--- config.mk ---
export PLATFORM = sky130hd
export DESIGN_NAME = pipeline_hazard_ctrl
export DESIGN_NICKNAME = d
export VERILOG_FILES = /design/src/rtl/pipeline_hazard_ctrl.sv
export SDC_FILE = /design/constraint.sdc
export NUM_CORES = 1
export LEC_CHECK = 0
export ABC_AREA = 1
export CORE_ASPECT_RATIO = 2
export CORE_MARGIN = 10
export CORE_UTILIZATION = 33
export DETAILED_ROUTE_END_ITERATION = 7
export SETUP_SLACK_MARGIN = 0.1
export SLEW_MARGIN = 20
export SYNTH_ARGS = -nofsm -noshare
export SYNTH_HDL_FRONTEND = slang
export SYNTH_SLANG_ARGS = --single-unit
--- constraint.sdc ---
create_clock -name clk -period 5.3 [get_ports clk]
set_input_delay 0.795 -clock clk [delete_from_list [all_inputs] [get_ports clk]]
set_output_delay 0.795 -clock clk [all_outputs]
set_load 0.05 [all_outputs]
--- src/rtl/pipeline_hazard_ctrl.sv ---
// Hazard and sequencing controller for a 5-stage pipeline: load-use stalls,
// taken-branch flushes, memory-busy freezes and saturating stall/flush counters.
module pipeline_hazard_ctrl #(
    parameter int unsigned LOAD_STALL_CYCLES = 1,
    parameter int unsigned CNT_W             = 16,
    parameter int unsigned REG_W             = 5
) (
    input  logic             clk,
    input  logic             rst,
    input  logic [REG_W-1:0] IF_ID_Rs1,
    input  logic [REG_W-1:0] IF_ID_Rs2,
    input  logic             IF_ID_UsesRs2,
    input  logic             ID_EX_MemRead,
    input  logic [REG_W-1:0] ID_EX_Rd,
    input  logic             EX_MEM_Branch,
    input  logic             mem_busy,
    output logic             PCWrite,
    output logic             PCSrc,
    output logic             IF_ID_Write,
    output logic             IF_ID_Flush,
    output logic             ID_EX_Bubble,
    output logic             ID_EX_Flush,
    output logic             Pipe_Freeze,
    output logic             stall_active,
    output logic [CNT_W-1:0] stall_count,
    output logic [CNT_W-1:0] flush_count
);

    typedef enum logic {
        RUN   = 1'b0,
        STALL = 1'b1
    } state_t;

    localparam logic [1:0] STALL_RELOAD = 2'(LOAD_STALL_CYCLES - 1);

    state_t           state_q, state_d;
    logic [1:0]       bcnt_q, bcnt_d;
    logic [CNT_W-1:0] stall_count_q, stall_count_d;
    logic [CNT_W-1:0] flush_count_q, flush_count_d;
    logic             hz;

    always_ff @(posedge clk or posedge rst) begin
        if (rst) begin
            state_q       <= RUN;
            bcnt_q        <= '0;
            stall_count_q <= '0;
            flush_count_q <= '0;
        end else begin
            state_q       <= state_d;
            bcnt_q        <= bcnt_d;
            stall_count_q <= stall_count_d;
            flush_count_q <= flush_count_d;
        end
    end

    always_comb begin
        hz = ID_EX_MemRead && (ID_EX_Rd != '0) &&
             ((ID_EX_Rd == IF_ID_Rs1) || (IF_ID_UsesRs2 && (ID_EX_Rd == IF_ID_Rs2)));

        PCWrite      = 1'b1;
        IF_ID_Write  = 1'b1;
        PCSrc        = 1'b0;
        IF_ID_Flush  = 1'b0;
        ID_EX_Bubble = 1'b0;
        ID_EX_Flush  = 1'b0;
        Pipe_Freeze  = 1'b0;
        state_d      = state_q;
        bcnt_d       = bcnt_q;

        // rst gates the controls so an async reset shows defaults without a clock edge
        if (rst) begin
            state_d = RUN;
            bcnt_d  = '0;
        end else if (mem_busy) begin
            PCWrite     = 1'b0;
            IF_ID_Write = 1'b0;
            Pipe_Freeze = 1'b1;
        end else if (EX_MEM_Branch) begin
            PCSrc       = 1'b1;
            IF_ID_Flush = 1'b1;
            ID_EX_Flush = 1'b1;
            state_d     = RUN;
            bcnt_d      = '0;
        end else if (state_q == STALL) begin
            PCWrite      = 1'b0;
            IF_ID_Write  = 1'b0;
            ID_EX_Bubble = 1'b1;
            bcnt_d       = bcnt_q - 2'd1;
            if (bcnt_q == 2'd1) begin
                state_d = RUN;
            end
        end else if (hz) begin
            PCWrite      = 1'b0;
            IF_ID_Write  = 1'b0;
            ID_EX_Bubble = 1'b1;
            if (LOAD_STALL_CYCLES > 1) begin
                state_d = STALL;
                bcnt_d  = STALL_RELOAD;
            end
        end

        stall_count_d = stall_count_q;
        if (!PCWrite && (stall_count_q != '1)) begin
            stall_count_d = stall_count_q + CNT_W'(1);
        end

        flush_count_d = flush_count_q;
        if (EX_MEM_Branch && !mem_busy && (flush_count_q != '1)) begin
            flush_count_d = flush_count_q + CNT_W'(1);
        end
    end

    assign stall_active = (state_q == STALL);
    assign stall_count  = stall_count_q;
    assign flush_count  = flush_count_q;

endmodule

==> metrics.md, run 1 <==
| Metric | Value |
|---|---|
| Worst skew pair latency | `around 280 ps` |
| Post_cts resized | `0` |
| Number of diodes | `0` |
| Proportion of layout cells with a drive suffix above 1 | `0.0486` |
| Clk_skew | `14.1 ps` |
| Switch share | `0.386` |
| Area delta synth->final | `37.4%` |
| Clock-pin slew on the worst setup and hold paths | `around 50 ps` |
| Clock buffer count from CTS | `5` |
| VDD IR-drop max | `0.390 mV` |
| H-tree Lvls | `2` |
| Top Ports | `61` |
| Congestion Overflow GR | `0` |
| Post-synthesis sequential area ratio | `0.408` |
| Horiz. Die Dim | `77.0 microns` |
| ANT nets after route | `0` |
| Detailed Route WL | `5990 microns` |
| Met1 Track Usage GR | `0.106` |
| Relative slew slack | `0.640` |
| Synth cell types | `22` |
| Cell-internal power | `~0.59 mW` |
| Avg Synthesized Cell Area | `~7.5 sq um` |
| Leakage power | `around 1.4 nW` |
| Mapped cell area | `~0.0021 sq mm` |
| DRC Markers | `0` |
| Max-cap violations | `0` |
| Via-per-instance ratio | `about 4.5` |
| Hold Path Class | `flop to flop` |
| Vias in the first global route | `2155` |
| Wirelength per Cell | `13.7 microns` |
| Final setup viols | `0` |
| Syn_nets | `approximately 310` |
| Pwr Density | `around 330 mW/mm^2` |
| Worst Tran Pin Value | `538 ps` |
| Largest net degree at the start of global routing | `36` |
| Routability Congestion | `0.814` |
| Minimum clock period | `approximately 3800 ps` |
| Clock sinks | `35` |
| TNS Setup | `0 ps` |
| Hold-fix buffers, CTS | `0` |
| Initial Utilization | `0.340` |
| Router iterations before antenna repair | `4` |
| First-pass GRT wire length | `10100 microns` |
| Mapped Cells | `288` |
| Full die area | `0.0103 sq mm` |
| CTS max path bufs | `2` |
| RSZ-0062 raised after global routing | `no` |
| Critical path class | `input port to primary output` |
| Cell Rows | `just over 40` |
| CP endpoint kind | `primary output` |
| Detail Placement HPWL | `4560 microns` |
| Met3 usage | `0.0348` |
| Iter 0 DRT Violations | `95` |
| Die height | `between 100 and 150 microns` |
| Worst EP arrival | `between 3000 and 4000 ps` |
| Clock root buffer | `clkbuf_16` |
| Net switching power | `0.373 mW` |
| Comb pwr share | `0.337` |
| Final period utilization | `0.722` |
| Hold WS | `507 ps` |
| Clock share of power | `0.296` |
| CP Launch Type | `input port` |
| Grt met2 use | `0.242` |
| Yosys warnings | `0` |
| GR peak layer | `met2` |
| Reg power frac | `0.367` |
| Max-slew violations | `0` |
| CP Data Required Time | `4510 ps` |
| All-Layer GR Usage | `0.120` |
| Total number of vias | `1981` |
| Final hold vios | `0` |
| Seq cells post-synth | `35` |
| Filler instances | `635` |
| CTS tree | `built` |
| Final #Nets | `373` |
| Post-CTS setup buffer count | `0` |
| Maximum net fanout on the critical path | `19` |
| I/O Buffers | `60` |
| Initial antenna violation count | `0` |
| Achievable frequency | `around 0.26 GHz` |
| Core Area | `0.00631 sq mm` |
| Status | `complete, no violations` |
-- synth_stat cells --
cell / number / area [sq um]
xnor2_1: 13 / 114
buf_4: 4 / 30.0
buf_2: 2 / 10.0
xor2_1: 16 / 140
inv_1: 34 / 128
nand2_2: 1 / 6.26
buf_6: 1 / 11.3
nand4_1: 6 / 37.5
inv_2: 1 / 3.75
o21ai_0: 5 / 25.0
nor3_1: 3 / 15.0
nand3_1: 29 / 145
dfrtp_1: 35 / 876
nand2_4: 1 / 11.3
or2_2: 1 / 6.26
nand2_1: 99 / 372
nor2_1: 23 / 86.3
nor2_4: 3 / 33.8
nor4_1: 3 / 18.8
a21oi_1: 2 / 10.0
ha_1: 3 / 37.5
nand3_2: 3 / 30.0
-- area by class of cell --
class	instances	area [sq um]	share of cell area
Tap cell	86	108	0.0365
Inverter	35	131	0.0445
Clock inverter	1	5.00	0.00170
Sequential cell	35	876	0.297
Clock buffer	7	133	0.0450
Multi-Input combinational cell	211	1090	0.369
Timing Repair Buffer	61	608	0.206
-- power by group through the flow --
| stage | combinational (mW) | clock, mW | sequential [mW] |
|---|---|---|---|
| 2_1_floorplan | 0.0939 | 0 | 0.472 |
| 3_3_place_gp | 0.327 | 0 | 0.361 |
| 3_5_place_dp | 0.328 | 0 | 0.359 |
| 4_1_cts | 0.330 | 0.291 | 0.356 |
| 5_1_grt | 0.354 | 0.301 | 0.362 |
| 6_report | 0.325 | 0.286 | 0.355 |
-- sequential cells by signal, indices dropped and copies added, names as in the netlist --
signal	flops
bcnt_q	2
flush_count	16
stall_active	1
stall_count	16
-- per-layer routing --
layer  vias up  wire length, microns
met2        37                  3490
met3        10                   287
met1       917                  2070
met5         -                     0
met4         0                   137
li1       1017                     -
-- critical path: stages --
cell and delay [ps]:
clkdlybuf4s50_1 440, inv_1 100, nand4_1 100, o21ai_0 160, inv_1 50, nand2_1 60, nand2_1 40, nand2_1 80
nand2_2 240, inv_1 140, clkdlybuf4s50_1 810
-- worst paths after layout --
path                                start              end  slack (ps)  cells past startpoint
hold reg to reg            flush_count[3]   flush_count[3]         510                      1
setup reg to reg           flush_count[2]  flush_count[12]        3210                      9
hold / removal             flush_count[3]   flush_count[3]         510                      1
setup / recovery              ID_EX_Rd[2]          PCWrite        1480                     11
max in group asynchronous             rst   flush_count[2]        3950                      3
min in group asynchronous             rst  stall_count[13]        1020                      3
-- cells in the final DEF (no fill, tap or decap), drive strengths merged, types with 6 or more instances in the layout --
master	n
nand2	101
clkdlybuf4s50	60
dfrtp	35
inv	35
nand3	32
nor2	26
xor2	16
xnor2	13
clkbuf	7
nand4	6
-- cell families after synthesis --
family          count (synthesis)  synth area share
fa+ha+maj                       3            0.0175
xor+xnor                       29             0.118
flops                          35             0.408
simple gates                  172             0.355
buf+inv                        42            0.0851
compound gates                  7            0.0163
-- metrics by stage --
step | utilization | setup WS, ps | std cells | area (sq um) | power [mW]
after global routing | 0.467 | 1200 | 436 | 2950 | 1.02
final | 0.467 | 1480 | 436 | 2950 | 0.967
after global placement | 0.446 | 1470 | 428 | 2810 | 0.688
after detailed placement | 0.446 | 1460 | 428 | 2810 | 0.688
after CTS | 0.467 | 1450 | 436 | 2950 | 0.977
after floorplan | - | 1900 | 288 | 2150 | 0.566
No activity file was read; power rests on OpenSTA's default activity.
==> inputs of run 2 (changes only) <==
- clock period: 5.3 -> 3.9 ns (I/O delays scaled with it)
==> run 2 against run 1 <==
Flip-flop and latch count unchanged. Highest routed layer unchanged. Sequential share of layout area down 0.39 points. Non-clock buffer count up 1. Final area up 1.3%. Combinational power up 36%. Via count down 0.81%. Global-route usage down 0.87 points.
==> metrics.md, run 2 (synthesis results as in run 1) <==
| Metric | Value |
|---|---|
| Status | `complete, no violations` |
| Full die area | `0.0103 sq mm` |
| Pwr Density | `461 mW/mm^2` |
| First-pass GRT wire length | `between 9000 and 10000 microns` |
| CP endpoint kind | `primary output` |
| Clock buffer count from CTS | `5` |
| Detail Placement HPWL | `~4600 microns` |
| Utilization after layout | `0.474` |
| Max-cap violations | `0` |
| Hold Path Class | `flop to flop` |
| CTS max path bufs | `2` |
| Iter 0 DRT Violations | `74` |
| Minimum clock period | `around 3200 ps` |
| Leakage power | `1.42 nW` |
| Largest net degree at the start of global routing | `23` |
| Post-CTS setup buffer count | `0` |
| Final period utilization | `0.818` |
| CP Depth | `12` |
| Die height | `134 microns` |
| Via-per-instance ratio | `about 4.5` |
| Detailed Route WL | `5660 microns` |
| Post_cts resized | `0` |
| Most common cell after layout, fill and taps aside | `nand2_1` |
| Wirelength per Cell | `12.9 microns` |
| Worst EP arrival | `approximately 2600 ps` |
| Setup crit end | `ID_EX_Bubble` |
| Number of diodes | `0` |
| Most used cell, CP | `nand2_1` |
| DRC Markers | `0` |
| Horiz. Die Dim | `77.0 microns` |
| Congestion Overflow GR | `0` |
| I/O Buffers | `60` |
| Crit path buf inv count | `3` |
| H-tree Lvls | `2` |
| Clk_skew | `6.31 ps` |
| Proportion of layout cells with a drive suffix above 1 | `0.0570` |
| All-Layer GR Usage | `0.111` |
| Final setup viols | `0` |
| Most frequent cells in the layout | `nand2_1, clkdlybuf4s50_1, dfrtp_1` |
| CP Data Required Time | `3310 ps` |
| Crit Reg-Reg Startpoint | `flush_count[2]` |
| Reg-to-Reg End | `flush_count[12]` |
| Total power | `1.38 mW` |
| Clock sinks | `35` |
| Final hold vios | `0` |
| CP Launch Type | `input port` |
| Relative slew slack | `0.650` |
| Initial antenna violation count | `0` |
| Area delta synth->final | `39.2%` |
| Reg-to-reg setup timing slack | `1860 ps` |
| Clock root buffer | `clkbuf_16` |
| Maximum net fanout on the critical path | `3` |
| Initial Utilization | `0.340` |
| Achievable frequency | `0.313 GHz` |
| Slowest CP cell | `clkdlybuf4s50_1` |
| Router iterations before antenna repair | `4` |
| Vias in the first global route | `between 2000 and 2500` |
| Max-slew violations | `0` |
| VDD IR-drop max | `about 0.61 mV` |
| Top Ports | `just over 60` |
| Filler instances | `660` |
| Hold WS | `between 500 and 600 ps` |
| ANT nets after route | `0` |
| Worst skew pair latency | `around 280 ps` |
| Beginning of the critical path | `ID_EX_Rd[2]` |
| Routability Congestion | `approximately 0.82` |
| TNS Setup | `0 ps` |
| Core Area | `0.00631 sq mm` |
| Clock-pin slew on the worst setup and hold paths | `roughly 60 ps` |
| Worst Tran Pin Value | `between 500 and 600 ps` |
| RSZ-0062 raised after global routing | `no` |
| Total number of vias | `1965` |
| Worst R2R Path Depth | `9` |
| Cell Rows | `41` |
| Critical path, cell by cell | `clkdlybuf4s50_1, inv_1, nand2_1, nand2_1, nor2_1, nand3_1, nand2_1, nand2_1, nand2_1, nand2_1, nor2_1, clkdlybuf4s50_1` |
| CP top delay family | `buffers and inverters` |
| Final #Nets | `374` |
| CTS tree | `built` |
| Critical path class | `input port to primary output` |
| Largest stage delay, worst path | `820 ps` |
| Hold-fix buffers, CTS | `0` |
[run 2: changes by cell type in the layout (fill, tap and decap cells not counted), sizes merged]
cell    previous run  this run
buf                1         2
clkbuf             7         5
bufinv             0         1
clkinv             1         2
[run 2: report_power, final]
group,internal [mW],switching [mW],leakage [nW]
Clock,0.301,0.153,0.0838
Combinational,0.158,0.284,0.863
Sequential,0.413,0.0680,0.474
Total,0.872,0.506,1.42
[run 2: final cells by class]
type	instances	area, sq um	area share
multi-input combinational	211	1090	0.364
clock inverter	3	43.8	0.0147
inverter	35	131	0.0440
tap	86	108	0.0360
timing repair buffer	62	616	0.206
clock buffer	5	125	0.0419
sequential	35	876	0.293
[run 2: worst reg2reg max path: stages, from the launching register on]
cell	delay [ps]
dfrtp_1	410
nand2_1	90
nor2_1	150
nand2_1	80
nor2_1	270
nand3_1	110
nand3_1	390
inv_1	210
nand3_1	140
xnor2_1	120
[run 2: layer usage]
layer | global-route usage | wire length [microns] | vias up
met1 | 0.0951 | 1900 | 915
met2 | 0.226 | 3350 | 30
met5 | 0 | 0 | -
met4 | 0.0306 | 41 | 0
li1 | - | - | 1018
met3 | 0.0428 | 358 | 2
[run 2: worst min path at each step]
stage                         startpoint              to  cells after the start
after CTS                 flush_count[3]  flush_count[3]                      1
after global routing      flush_count[3]  flush_count[3]                      1
final                     flush_count[3]  flush_count[3]                      1
after detailed placement  flush_count[3]  flush_count[3]                      1
after global placement    flush_count[3]  flush_count[3]                      1
after floorplan                bcnt_q[1]       bcnt_q[1]                      2
[run 2: stage by stage]
step                cell area, sq um  cells  setup WS [ps]
floorplan                       2150    288            920
detailed placement              2820    429            698
global placement                2820    429            704
global route                    2990    437            512
finish                          2990    437            710
CTS                             2990    437            695
==> inputs of run 3 (changes only) <==
- clock period: 3.9 -> 3.2 ns (I/O delays scaled with it)
==> run 3 against run 2 <==
First-iteration DRC count up 53%. Critical path depth shrank 7. Power grew 18%. Clock power rose by 9.0%. Wire length increased by 4.6%. Via count up 2.5%. Setup slack got worse by 58 ps. Combinational power increased by 23%.
==> metrics.md, run 3 (synthesis results as in run 1) <==
| Metric | Value |
|---|---|
| Status | `complete, no violations` |
| Cell Rows | `41` |
| I/O Buffers | `60` |
| Max-slew violations | `0` |
| Beginning of the critical path | `mem_busy` |
| Multi-input gate area | `between 0.001 and 0.0015 sq mm` |
| Full die area | `0.0103 sq mm` |
| Clock buffer count from CTS | `5` |
| Clock sinks | `35` |
| Utilization after layout | `0.475` |
| Critical path class | `input port to primary output` |
| Most common cell after layout, fill and taps aside | `nand2_1` |
| Worst Tran Pin Value | `772 ps` |
| Horiz. Die Dim | `approximately 77 microns` |
| Minimum clock period | `between 2000 and 3000 ps` |
| H-tree Lvls | `2` |
| Clock root buffer | `clkbuf_16` |
| ANT nets after route | `0` |
| Most used cell, CP | `clkdlybuf4s50_1` |
| Storage cell area | `876 sq um` |
| Critical path, cell by cell | `clkdlybuf4s50_1, inv_1, nand2_1, nor2_1, clkdlybuf4s50_1` |
| Via-per-instance ratio | `between 4 and 5` |
| Routability Congestion | `about 0.76` |
| Wirelength per Cell | `13.5 microns` |
| Worst skew pair latency | `280 ps` |
| TNS Setup | `0 ps` |
| All-Layer GR Usage | `0.112` |
| Filler instances | `655` |
| Die height | `roughly 130 microns` |
| Pwr Density | `between 500 and 600 mW/mm^2` |
| Reg-to-Reg End | `flush_count[12]` |
| CTS max path bufs | `2` |
| Total number of vias | `2014` |
| Largest net degree at the start of global routing | `21` |
| VDD IR-drop max | `0.616 mV` |
| Iter 0 DRT Violations | `113` |
| First-pass GRT wire length | `9590 microns` |
| Hold-fix buffers, CTS | `0` |
| Reg-to-reg setup timing slack | `1050 ps` |
| Initial antenna violation count | `0` |
| Hold Path Class | `flop to flop` |
| Total power | `~1.6 mW` |
| Leakage power | `1.43 nW` |
| Largest stage delay, worst path | `850 ps` |
| Worst setup margin | `~650 ps` |
| CTS tree | `built` |
| Congestion Overflow GR | `0` |
| Detailed Route WL | `5920 microns` |
| DRC Markers | `0` |
| Initial Utilization | `0.340` |
| RSZ-0062 raised after global routing | `no` |
| Router iterations before antenna repair | `4` |
| Clock-pin slew on the worst setup and hold paths | `~60 ps` |
| CP Depth | `5` |
| Max-cap violations | `0` |
| Post-CTS setup buffer count | `0` |
| Area delta synth->final | `39.5%` |
| Top Ports | `61` |
| Post_cts resized | `0` |
| Vias in the first global route | `2061` |
| Maximum net fanout on the critical path | `3` |
| CP Data Required Time | `around 2700 ps` |
| Post-Place Setup Slack | `630 ps` |
| Worst EP arrival | `~2100 ps` |
| Most frequent cells in the layout | `nand2_1, clkdlybuf4s50_1, dfrtp_1` |
| Final setup viols | `0` |
| Number of diodes | `0` |
| Setup crit end | `PCSrc` |
| Slowest CP cell | `clkdlybuf4s50_1` |
| CP Launch Type | `input port` |
| Relative slew slack | `0.485` |
| Worst R2R Path Depth | `9` |
| Final #Nets | `375` |
| Crit path buf inv count | `3` |
| Crit Reg-Reg Startpoint | `flush_count[2]` |
| CP top delay family | `buffers and inverters` |
| Achievable frequency | `between 0.3 and 0.4 GHz` |
| Final period utilization | `0.796` |
| Proportion of layout cells with a drive suffix above 1 | `0.0653` |
| Clk_skew | `12.2 ps` |
| Hold WS | `526 ps` |
| Detail Placement HPWL | `4670 microns` |
| Core Area | `around 0.0063 sq mm` |
| Final hold vios | `0` |
| CP endpoint kind | `primary output` |
[run 3: changes by cell type in the layout (fill, tap and decap cells not counted), sizes merged]
cell | before | now
clkdlybuf4s50 | 60 | 57
buf | 2 | 6
bufinv | 1 | 0
clkinv | 2 | 1
clkbuf | 5 | 7
[run 3: how the worst min path moves through the flow]
stage	startpoint	to	slack (ps)	cells after the start
floorplan	bcnt_q[1]	bcnt_q[1]	510	2
global placement	flush_count[3]	flush_count[3]	510	1
detailed placement	flush_count[9]	flush_count[9]	510	1
CTS	flush_count[9]	flush_count[9]	520	1
global route	flush_count[3]	flush_count[3]	540	1
finish	flush_count[14]	flush_count[14]	530	1
[run 3: layout make-up]
type / count / share of cell area
Multi-Input combinational cell: 211 / 0.363
Clock buffer: 7 / 0.0476
Clock inverter: 1 / 0.00292
Tap cell: 86 / 0.0359
Inverter: 35 / 0.0439
Sequential cell: 35 / 0.292
Timing Repair Buffer: 63 / 0.214
[run 3: per-stage QoR]
| stage | instance area, sq um | cells |
|---|---|---|
| CTS | 3000 | 438 |
| floorplan | 2150 | 288 |
| detailed placement | 2840 | 430 |
| global placement | 2840 | 430 |
| finish | 3000 | 438 |
| global route | 3000 | 438 |
[run 3: per-layer routing]
layer  up-vias  global-route usage  wire, microns
met5         -                   0              0
met3         7              0.0402            336
li1       1021                   -              -
met2        34               0.224           3450
met1       952              0.0982           2030
met4         0              0.0398            104
[run 3: power by group]
part | leakage (nW) | switching, mW | internal, mW | total (mW)
combinational | 0.881 | 0.347 | 0.196 | 0.544
sequential | 0.474 | 0.0852 | 0.504 | 0.589
clock | 0.0741 | 0.185 | 0.311 | 0.496
